==> config.mk <==
export PLATFORM = sky130hd
export DESIGN_NAME = run_controller
export DESIGN_NICKNAME = d
export VERILOG_FILES = /design/src/rtl/run_ctrl_pkg.sv /design/src/rtl/run_cycle_counter.sv /design/src/rtl/run_controller.sv
export SDC_FILE = /design/constraint.sdc
export NUM_CORES = 1
export LEC_CHECK = 0
export ABC_AREA = 1
export CELL_PAD_IN_SITES_DETAIL_PLACEMENT = 0
export CELL_PAD_IN_SITES_GLOBAL_PLACEMENT = 2
export CORE_MARGIN = 4
export CORE_UTILIZATION = 20
export CTS_BUF_LIST = sky130_fd_sc_hd__clkbuf_16
export DETAILED_ROUTE_END_ITERATION = 10
export PLACE_DENSITY_LB_ADDON = 0.1
export SYNTH_ARGS = -nofsm -noshare
export SYNTH_HDL_FRONTEND = slang
export SYNTH_SLANG_ARGS = --single-unit
==> constraint.sdc <==
create_clock -name clk -period 4.04 [get_ports clk]
set_input_delay 0.808 -clock clk [delete_from_list [all_inputs] [get_ports clk]]
set_output_delay 0.808 -clock clk [all_outputs]
set_load 0.02 [all_outputs]
==> src/rtl/run_ctrl_pkg.sv <==
// Shared types and constants for the accumulator-core run controller.
package run_ctrl_pkg;

  localparam int unsigned OPCODE_W = 6;
  localparam int unsigned DATA_W   = 8;
  localparam int unsigned ADDR_W   = 8;

  localparam logic [OPCODE_W-1:0] HALT_OP_DEF = 6'b111111;

  typedef enum logic [1:0] {
    ST_IDLE  = 2'd0,
    ST_CLEAR = 2'd1,
    ST_RUN   = 2'd2,
    ST_DONE  = 2'd3
  } state_t;

endpackage

==> src/rtl/run_cycle_counter.sv <==
// Clear/enable cycle counter with a flag for the last allowed RUN cycle.
module run_cycle_counter #(
  parameter int unsigned           CNT_W      = 16,
  parameter logic [CNT_W-1:0]      MAX_CYCLES = 16'd4096
) (
  input  logic             clk,
  input  logic             rst,
  input  logic             clr,
  input  logic             en,
  output logic [CNT_W-1:0] count,
  output logic             terminal
);

  localparam logic [CNT_W-1:0] LAST = MAX_CYCLES - CNT_W'(1);

  always_ff @(posedge clk or posedge rst) begin
    if (rst)
      count <= '0;
    else if (clr)
      count <= '0;
    else if (en)
      count <= count + CNT_W'(1);
  end

  assign terminal = (count == LAST);

endmodule

==> src/rtl/run_controller.sv <==
// Sequences one program run of the accumulator core and arbitrates the
// single-port data memory between the core and the host/loader.
module run_controller
  import run_ctrl_pkg::*;
#(
  parameter logic [OPCODE_W-1:0] HALT_OP    = HALT_OP_DEF,
  parameter int unsigned         CNT_W      = 16,
  parameter logic [CNT_W-1:0]    MAX_CYCLES = 16'd4096
) (
  input  logic              clk,
  input  logic              rst,
  input  logic              start,
  input  logic [8:0]        inst,
  input  logic              core_we,
  input  logic [ADDR_W-1:0] core_addr,
  input  logic [DATA_W-1:0] core_wdata,
  input  logic              host_req,
  input  logic              host_we,
  input  logic [ADDR_W-1:0] host_addr,
  input  logic [DATA_W-1:0] host_wdata,
  output logic              host_gnt,
  output logic              mem_we,
  output logic [ADDR_W-1:0] mem_addr,
  output logic [DATA_W-1:0] mem_wdata,
  output logic              core_rst,
  output logic              busy,
  output logic              done,
  output logic              timeout,
  output logic [CNT_W-1:0]  cycle_count
);

  state_t state;
  logic   halt;
  logic   start_ok;
  logic   terminal;

  assign halt     = (inst[8:3] == HALT_OP);
  assign start_ok = start & ((state == ST_IDLE) | (state == ST_DONE));

  run_cycle_counter #(
    .CNT_W      (CNT_W),
    .MAX_CYCLES (MAX_CYCLES)
  ) u_counter (
    .clk      (clk),
    .rst      (rst),
    .clr      (start_ok),
    .en       (state == ST_RUN),
    .count    (cycle_count),
    .terminal (terminal)
  );

  // Outputs are registered alongside the state, so each is set on the
  // transition into the state it belongs to rather than decoded from it.
  always_ff @(posedge clk or posedge rst) begin
    if (rst) begin
      state    <= ST_IDLE;
      core_rst <= 1'b1;
      busy     <= 1'b0;
      done     <= 1'b0;
      timeout  <= 1'b0;
    end else begin
      unique case (state)
        ST_IDLE, ST_DONE: begin
          if (start) begin
            state   <= ST_CLEAR;
            busy    <= 1'b1;
            done    <= 1'b0;
            timeout <= 1'b0;
          end
        end
        ST_CLEAR: begin
          state    <= ST_RUN;
          core_rst <= 1'b0;
        end
        ST_RUN: begin
          if (halt || terminal) begin
            state    <= ST_DONE;
            core_rst <= 1'b1;
            busy     <= 1'b0;
            done     <= 1'b1;
            timeout  <= ~halt;
          end
        end
      endcase
    end
  end

  always_comb begin
    host_gnt  = 1'b0;
    mem_we    = 1'b0;
    mem_addr  = host_addr;
    mem_wdata = host_wdata;
    unique case (state)
      ST_RUN: begin
        mem_we    = core_we & ~halt;
        mem_addr  = core_addr;
        mem_wdata = core_wdata;
      end
      ST_IDLE, ST_DONE: begin
        host_gnt = host_req;
        mem_we   = host_req & host_we;
      end
      ST_CLEAR: ;
    endcase
  end

endmodule

After elaboration in Yosys (flattened, before gate mapping)
Index checks and enable logic that the tools add are counted.
{ "word_totals": {"reg_bits": 22, "in_bits": 47, "out_inout_bits": 38, "word_cells": 46} }
{ "op_classes": {"n_addsub": 1, "eq_ne": 7, "n_mux": 18, "bitwise": 5, "n_reduce_logical": 9} }
{ "op_table": {"columns": ["cell", "n"], "rows": [
  ["$mux 16", 2],
  ["$add 16x1->16 const B", 1],
  ["$eq 16x12->1 const B", 1],
  ["$mux 8", 2],
  ["$pmux 1 s2", 5],
  ["$eq 6x6->1 const B", 1],
  ["$mux 1", 6],
  ["$pmux 2 s3", 1],
  ["$reduce_bool 2->1", 3],
  ["$eq 2x2->1 const B", 2],
  ["$mux 2", 2],
  ["$ne 2x2->1 const B", 2],
  ["$reduce_and 2->1", 2],
  ["$and 1x1->1", 3],
  ["$reduce_and 3->1", 1],
  ["$eq 2x1->1 const B", 1],
  ["$logic_not 2->1", 1],
  ["$reduce_or 2->1", 1],
  ["$logic_or 1x1->1", 1],
  ["$not 1->1", 1],
  ["$or 1x1->1", 1]
]} }

Longest topological paths before layout
Gate-level depths: netlist (run 1).
{ "logic_depth": {"word_depth": 4, "depth_mapped": 11, "depth_no_buf": 10} }

Cells and area by module
Synthesis (run 1) repeated with hierarchy kept, for this count alone.
{ "unflattened": {"cells_unflattened": 225, "hier_area_um2": 1515.2} }
{ "modules_own_cells": {"columns": ["mod", "n_inst", "cells_per_inst", "area_each_um2"], "rows": [
  ["run_cycle_counter", 1, 121, 939.7],
  ["run_controller", 1, 104, 575.6]
]} }

Worst setup path before layout (run 1)
No wires, ideal clock.
{ "synth_path": {"kind": "input port to output port", "from": "input inst[7]", "to": "output mem_we", "arrival_time_ps": 1503, "setup_slack_ps": 1729, "stages": 5, "path_buffers": 0, "path_cell_list": "nand2_1 > inv_1 > a21oi_4 > nand2_1 > a21oi_1"} }
{ "synth_via": {"elab_chain_cells": 4} }
{ "synth_lines": {"columns": ["item", "line_no", "source"], "rows": [
  ["from (decl)", "run_controller.sv:13", "input logic [8:0] inst,"],
  ["$eq 6x6->1", "run_controller.sv:37", "assign halt = (inst[8:3] == HALT_OP);"],
  ["$not 1->1", "run_controller.sv:95", "mem_we = core_we & ~halt;"],
  ["$and 1x1->1", "run_controller.sv:95", null],
  ["$pmux 1 s2", "run_controller.sv:93", "unique case (state)"],
  ["to (decl)", "run_controller.sv:22", "output logic mem_we,"]
]} }
No other way between the ends.

Final worst setup path (run 1)
Same ends and word-level chain as after synthesis.

==> flow_results.xml, run 1 <==
<?xml version="1.0" encoding="UTF-8"?>
<metrics>
  <group name="setup_path">
    <metric name="critPathArrivalTime" unit="ps">2340</metric>
    <metric name="r2r-end" unit="">u_counter.count[13]$_DFFE_PP0P_</metric>
    <metric name="worst-r2r-setup-slack" unit="ps">2200</metric>
    <metric name="critPathMaxFanout" unit="">3</metric>
    <metric name="critical_path.startpoint" unit="">inst[7]</metric>
    <metric name="startpoint_type" unit="">input pin</metric>
    <metric name="critical_path_end_type" unit="">output port</metric>
    <metric name="reg2reg_from" unit="">state[0]$_DFFE_PP0P_</metric>
    <metric name="crit_type" unit="">input pin to output port</metric>
    <metric name="worst-endpoint-required" unit="ps">3230</metric>
    <metric name="worst_r2r_path_depth" unit="">8</metric>
  </group>
  <group name="sta">
    <metric name="slew_headroom" unit="">0.399</metric>
    <metric name="period_needed" unit="ps">3150</metric>
    <metric name="fmax" unit="GHz">0.318</metric>
    <metric name="finalSetupViolations" unit="">0</metric>
    <metric name="finalHoldViolCount" unit="">0</metric>
    <metric name="timing.setup.tns" unit="ps">0</metric>
    <metric name="final-max-slew-violation-count" unit="">0</metric>
    <metric name="worstMarginPinSlew" unit="ps">901</metric>
    <metric name="grt_setup_unrepaired" unit="">false</metric>
    <metric name="crit_path_setup_slack_layout" unit="ps">892</metric>
    <metric name="final.period_utilization" unit="">0.779</metric>
    <metric name="fin_worst_skew" unit="ps">7.41</metric>
  </group>
  <group name="placed_design">
    <metric name="detailedPlace.worstSlack" unit="ps">880</metric>
    <metric name="routabilityCongestion" unit="">0.666</metric>
    <metric name="dpl-instance-area" unit="mm²">0.00242</metric>
    <metric name="number_of_port_buffers" unit="">81</metric>
    <metric name="hpwl" unit="mm">3.75</metric>
  </group>
  <group name="cells_and_area">
    <metric name="finalInstanceArea" unit="mm²">0.00252</metric>
    <metric name="drive_gt1_frac" unit="">0.0871</metric>
    <metric name="final_nets" unit="">362</metric>
    <metric name="final_common_cell" unit="">nand2_1</metric>
    <metric name="utilization_of_the_core_after_routing" unit="">0.346</metric>
    <metric name="area_growth_syn_to_layout" unit="%">68.2</metric>
    <metric name="most-common-layout-cells" unit="">nand2_1 (95), clkdlybuf4s50_1 (81), nor2_1 (30)</metric>
    <metric name="antenna_cells" unit="">0</metric>
  </group>
  <group name="cts">
    <metric name="cts_tree" unit="">done</metric>
    <metric name="clk_latency_worst_skew_pair" unit="ps">260</metric>
    <metric name="cts_sinks" unit="">22</metric>
    <metric name="ctsLongestPathBuffers" unit="">2</metric>
    <metric name="ctsResizeCount" unit="">0</metric>
    <metric name="holdBufCountCts" unit="">0</metric>
    <metric name="cts-root-buf" unit="">clkbuf_16</metric>
    <metric name="clkSlewWorstSetupHoldPaths" unit="ps">70</metric>
    <metric name="number_of_buffers_inserted_during_clock_tree_synthesis" unit="">3</metric>
    <metric name="postCtsSetupRepairBufs" unit="">0</metric>
    <metric name="number_of_h_tree_branching_levels" unit="">1</metric>
  </group>
  <group name="logic_synthesis">
    <metric name="synth_area_per_cell" unit="µm²">6.56</metric>
    <metric name="ys_seq_elements" unit="">22</metric>
    <metric name="synth_top_cell_by_area" unit="">dfrtp_1</metric>
    <metric name="yosysWarnings" unit="">0</metric>
    <metric name="syn-cell-area" unit="mm²">0.00150</metric>
    <metric name="yosys-top-cells-area" unit="">dfrtp_1 (35%), nand2_1 (24%), nor2_1 (7.5%)</metric>
    <metric name="synth.yosys.seq_area_share" unit="">0.367</metric>
    <metric name="ys_types" unit="">26</metric>
    <metric name="yosys.area.top_type_share" unit="">0.350</metric>
    <metric name="synth_cells" unit="">229</metric>
    <metric name="syn-num-nets" unit="">280</metric>
  </group>
  <group name="grt">
    <metric name="antenna_found_initial" unit="">0</metric>
    <metric name="global_route.usage.total" unit="">0.112</metric>
    <metric name="pin_count_of_the_biggest_net_entering_global_routing" unit="">27</metric>
    <metric name="grt_first_pass_wirelength" unit="mm">7.90</metric>
    <metric name="grt_pass1_vias" unit="">1644</metric>
    <metric name="grt.overflow.total" unit="">0</metric>
  </group>
  <group name="min_path">
    <metric name="hold_path.startpoint" unit="">core_rst$_DFFE_PP1P_</metric>
    <metric name="timing.hold.worst_path_depth" unit="">2</metric>
    <metric name="min_delay_worst_endpoint" unit="">core_rst$_DFFE_PP1P_</metric>
    <metric name="worst_hold_path_type" unit="">flop to flop</metric>
  </group>
  <group name="die">
    <metric name="total_die_area" unit="mm²">0.00896</metric>
    <metric name="std_cell_rows" unit="">31</metric>
    <metric name="initial_utilization" unit="">0.206</metric>
    <metric name="placeableCoreArea" unit="mm²">0.00729</metric>
    <metric name="top_level_ports" unit="">85</metric>
    <metric name="die_h" unit="µm">94.6</metric>
    <metric name="die_width" unit="µm">94.6</metric>
  </group>
  <group name="power">
    <metric name="p_leak" unit="nW">1.19</metric>
    <metric name="ir_worst_vdd" unit="µV">495</metric>
    <metric name="power.density_cell_area" unit="mW/mm²">557</metric>
  </group>
  <group name="detailed_routing">
    <metric name="drcViolationCount" unit="">0</metric>
    <metric name="drt-wirelength-per-cell" unit="µm">11.9</metric>
    <metric name="initialDrtViolationCount" unit="">57</metric>
    <metric name="finalWirelength" unit="mm">4.86</metric>
    <metric name="firstDrtPassIters" unit="">4</metric>
    <metric name="vias" unit="">1640</metric>
    <metric name="vias_per_cell" unit="">4.01</metric>
    <metric name="detail-route-antenna-nets" unit="">0</metric>
  </group>
  <group name="outcome">
    <metric name="status" unit="">finished, final reports clean</metric>
  </group>
  <group name="run">
    <metric name="max_cap_violations" unit="">0</metric>
  </group>
</metrics>
==> kinds of logic after synthesis <==
logic type	after synthesis	share of synthesized area
buffers and inverters	29	0.0783
DFF	22	0.368
and+or+nand+nor	156	0.445
AOI/OAI and AO/OA	17	0.0700
xor gates and xnor gates	1	0.00583
adders and majority gates	4	0.0333
==> final cells by class <==
class	count	area, µm²
Clock buffer	3	75.1
Clock inverter	1	30.0
Fill cell	841	4770
Inverter	23	86.3
Multi-Input combinational cell	178	832
Sequential cell	22	552
Tap cell	99	124
Timing Repair Buffer	83	826
==> flip-flops by register name, indices dropped and copies added (netlist names) <==
register         count
busy                 1
core_rst             1
u_counter.count     16
timeout              1
done                 1
state                2
==> through the flow <==
step	power [mW]	cells	hold slack, ps
6_report	1.41	409	465
5_1_grt	1.52	409	493
4_1_cts	1.43	409	464
3_5_place_dp	1.14	405	456
3_3_place_gp	1.15	405	450
2_1_floorplan	0.787	229	466
==> critical path, cell delays in order <==
cell and delay [ps]:
clkdlybuf4s50_1 390, nand2_1 60, inv_1 60, a21oi_4 190, nand2_1 70, a21oi_1 130
clkdlybuf4s50_1 620
==> synthesized netlist by cell type, drive strengths merged <==
cell	instances
buf	5
a31oi	1
nand3	12
clkbuf	1
ha	4
nor3	1
xnor2	1
a211oi	1
a21oi	8
dfrtp	21
o21a	1
nand2	105
nand4	2
o21bai	1
o21ai	5
nor3b	1
nor2	35
dfstp	1
inv	23
==> where the power goes <==
part	switching [mW]	internal, mW
sequential	0.0358	0.266
clock	0.0893	0.197
combinational	0.473	0.344
total	0.598	0.807
==> per-layer routing <==
metal  routed length, µm  track usage  part of all wire  vias up
met3                 298       0.0303             0.061        5
met2                2340        0.192              0.48       36
met5                   0            0                 0        -
met4                  40       0.0252            0.0082        0
met1                2180        0.139              0.45      734
li1                    -            -                 -      865
==> how the worst max path moves through the flow <==
stage	endpoint	slack, ps	cells after the start
after floorplan	mem_we	1730	5
after global placement	mem_we	880	7
after detailed placement	mem_we	880	7
after CTS	mem_we	870	7
after global routing	mem_addr[1]	760	7
final	mem_we	890	7
Power figures use the tool's default switching activity.
==> inputs of run 2 (changes only) <==
--- a/config.mk
+++ b/config.mk
@@ -9,7 +9,7 @@
 export CELL_PAD_IN_SITES_DETAIL_PLACEMENT = 0
 export CELL_PAD_IN_SITES_GLOBAL_PLACEMENT = 2
 export CORE_MARGIN = 4
-export CORE_UTILIZATION = 20
+export CORE_UTILIZATION = 17
 export CTS_BUF_LIST = sky130_fd_sc_hd__clkbuf_16
 export DETAILED_ROUTE_END_ITERATION = 10
 export PLACE_DENSITY_LB_ADDON = 0.1
==> constraint.sdc (replaced) <==
create_clock -name clk -period 2.7 [get_ports clk]
set_input_delay 0.54 -clock clk [delete_from_list [all_inputs] [get_ports clk]]
set_output_delay 0.54 -clock clk [all_outputs]
set_load 0.02 [all_outputs]
==> flow_results.xml, run 2 (same netlist as run 1, synthesis figures left out) <==
<?xml version="1.0" encoding="UTF-8"?>
<metrics>
  <group name="die">
    <metric name="die_h" unit="µm">102</metric>
    <metric name="std_cell_rows" unit="">34</metric>
    <metric name="initial_utilization" unit="">0.173</metric>
    <metric name="total_die_area" unit="mm²">0.0104</metric>
    <metric name="placeableCoreArea" unit="mm²">0.00868</metric>
    <metric name="top_level_ports" unit="">85</metric>
    <metric name="die_width" unit="µm">102</metric>
  </group>
  <group name="detailed_routing">
    <metric name="top_layer_used" unit="">met4</metric>
    <metric name="met3_length" unit="µm">338</metric>
    <metric name="drcViolationCount" unit="">0</metric>
    <metric name="routed_metal_1_wirelength" unit="mm">2.28</metric>
    <metric name="drt-wirelength-per-cell" unit="µm">12.0</metric>
    <metric name="met2WireLength" unit="mm">2.40</metric>
    <metric name="vias" unit="">1634</metric>
    <metric name="firstDrtPassIters" unit="">4</metric>
    <metric name="finalWirelength" unit="mm">5.06</metric>
    <metric name="detail-route-antenna-nets" unit="">0</metric>
    <metric name="initialDrtViolationCount" unit="">40</metric>
    <metric name="vias_per_cell" unit="">3.88</metric>
  </group>
  <group name="setup_path">
    <metric name="critical_path_end_type" unit="">output port</metric>
    <metric name="worst-endpoint-required" unit="ps">2160</metric>
    <metric name="crit_type" unit="">flop to output port</metric>
    <metric name="startpoint_type" unit="">flop</metric>
    <metric name="critPathArrivalTime" unit="ps">2020</metric>
    <metric name="critPathMaxFanout" unit="">16</metric>
  </group>
  <group name="sta">
    <metric name="hold-worst-slack" unit="ps">467</metric>
    <metric name="worstMarginPinSlew" unit="ps">349</metric>
    <metric name="fin_worst_skew" unit="ps">3.64</metric>
    <metric name="period_needed" unit="ps">2560</metric>
    <metric name="timing.setup.tns" unit="ps">0</metric>
    <metric name="finalSetupViolations" unit="">0</metric>
    <metric name="fmax" unit="GHz">0.390</metric>
    <metric name="slew_headroom" unit="">0.767</metric>
    <metric name="final-max-slew-violation-count" unit="">0</metric>
    <metric name="finalHoldViolCount" unit="">0</metric>
    <metric name="final.period_utilization" unit="">0.950</metric>
  </group>
  <group name="grt">
    <metric name="grt_first_pass_wirelength" unit="mm">8.27</metric>
    <metric name="grt.overflow.total" unit="">0</metric>
    <metric name="global_route.usage.total" unit="">0.101</metric>
    <metric name="pin_count_of_the_biggest_net_entering_global_routing" unit="">27</metric>
    <metric name="antenna_found_initial" unit="">0</metric>
    <metric name="grt_pass1_vias" unit="">1673</metric>
  </group>
  <group name="outcome">
    <metric name="status" unit="">finished, final reports clean</metric>
  </group>
  <group name="cts">
    <metric name="number_of_buffers_inserted_during_clock_tree_synthesis" unit="">3</metric>
    <metric name="cts-root-buf" unit="">clkbuf_16</metric>
    <metric name="postCtsSetupRepairBufs" unit="">0</metric>
    <metric name="cts_sinks" unit="">22</metric>
    <metric name="holdBufCountCts" unit="">0</metric>
    <metric name="ctsLongestPathBuffers" unit="">2</metric>
    <metric name="clkSlewWorstSetupHoldPaths" unit="ps">60</metric>
    <metric name="clk_latency_worst_skew_pair" unit="ps">250</metric>
    <metric name="cts_tree" unit="">done</metric>
    <metric name="number_of_h_tree_branching_levels" unit="">1</metric>
  </group>
  <group name="power">
    <metric name="p_leak" unit="nW">1.23</metric>
    <metric name="power.density_cell_area" unit="mW/mm²">804</metric>
    <metric name="p_total" unit="mW">2.05</metric>
    <metric name="ir_worst_vdd" unit="µV">216</metric>
  </group>
  <group name="placed_design">
    <metric name="dp.cells" unit="">417</metric>
    <metric name="routabilityCongestion" unit="">0.721</metric>
    <metric name="number_of_port_buffers" unit="">81</metric>
    <metric name="dpl-instance-area" unit="mm²">0.00247</metric>
    <metric name="hpwl" unit="mm">4.00</metric>
  </group>
  <group name="cells_and_area">
    <metric name="antenna_cells" unit="">0</metric>
    <metric name="area_growth_syn_to_layout" unit="%">70.1</metric>
    <metric name="drive_gt1_frac" unit="">0.0958</metric>
    <metric name="final_common_cell" unit="">nand2_1</metric>
    <metric name="most-common-layout-cells" unit="">nand2_1 (95), clkdlybuf4s50_1 (79), nor2_1 (30)</metric>
    <metric name="largest_register_ffs" unit="">16</metric>
    <metric name="final-instance-count-excl-fill" unit="">421</metric>
    <metric name="largest_register" unit="">u_counter.count</metric>
    <metric name="final_nets" unit="">365</metric>
    <metric name="finalInstanceArea" unit="mm²">0.00255</metric>
    <metric name="top_regs" unit="">u_counter.count: 16 flops, state: 2 flops</metric>
  </group>
  <group name="run">
    <metric name="max_cap_violations" unit="">0</metric>
  </group>
  <group name="min_path">
    <metric name="worst_hold_path_type" unit="">flop to flop</metric>
  </group>
</metrics>
run 2: cell types whose count changed in the layout (fill, tap and decap cells not counted):
cell             before  now
buf_12                0    1
buf_6                 0    1
bufinv_16             1    0
buf_4                 2    3
inv_2                 4    5
clkdlybuf4s50_1      81   79
dlymetal6s2s_1        0    2
run 2: area by class of cell:
type | count | area, µm²
fillers | 985 | 6120
well taps | 108 | 135
clock inverters | 1 | 3.75
inverters | 23 | 86.3
flip-flops and latches | 22 | 552
repair buffers | 86 | 870
clock buffers | 3 | 75.1
multi-input cells | 178 | 832
run 2: final timing paths:
kind,start,to,slack (ps),cells after the start
worst max-delay path,state[0]$_DFFE_PP0P_,mem_addr[2],140,7
worst min-delay path,core_rst$_DFFE_PP1P_,core_rst$_DFFE_PP1P_,470,2
worst max register to register,state[0]$_DFFE_PP0P_,u_counter.count[14]$_DFFE_PP0P_,980,11
worst min register to register,core_rst$_DFFE_PP1P_,core_rst$_DFFE_PP1P_,470,2
max in group asynchronous,rst,core_rst$_DFFE_PP1P_,1790,3
min in group asynchronous,rst,state[0]$_DFFE_PP0P_,630,3
run 2: layer usage:
metal,track usage,vias to the layer above
li1,-,872
met1,0.126,713
met2,0.171,47
met3,0.0307,2
met4,0.0242,0
met5,0,-
run 2: stage by stage:
step / setup WS [ps] / utilization
after floorplan: 766 / -
final: 136 / 0.294
after global placement: 126 / 0.284
after CTS: 77.2 / 0.293
after global routing: -1.06 / 0.294
after detailed placement: 140 / 0.284
run 2: critical path: stages, from the launching register on:
cell and delay (ps):
dfrtp_1 400, inv_1 60, ha_1 230, inv_2 180, buf_12 170, nand2_1 50, nand2_1 50, clkdlybuf4s50_1 620
run 2: what timing repair did:
action                                  4_1_cts  5_1_grt
cloned                                        0        0
endpoints found under the setup margin        3       12
resized for setup                             1        3
run 2: report_power, final:
part / internal, mW / switching (mW) / leakage [nW] / total [mW]
logic: 0.560 / 0.724 / 0.896 / 1.28
registers: 0.398 / 0.0520 / 0.292 / 0.450
clock network: 0.198 / 0.121 / 0.0423 / 0.318
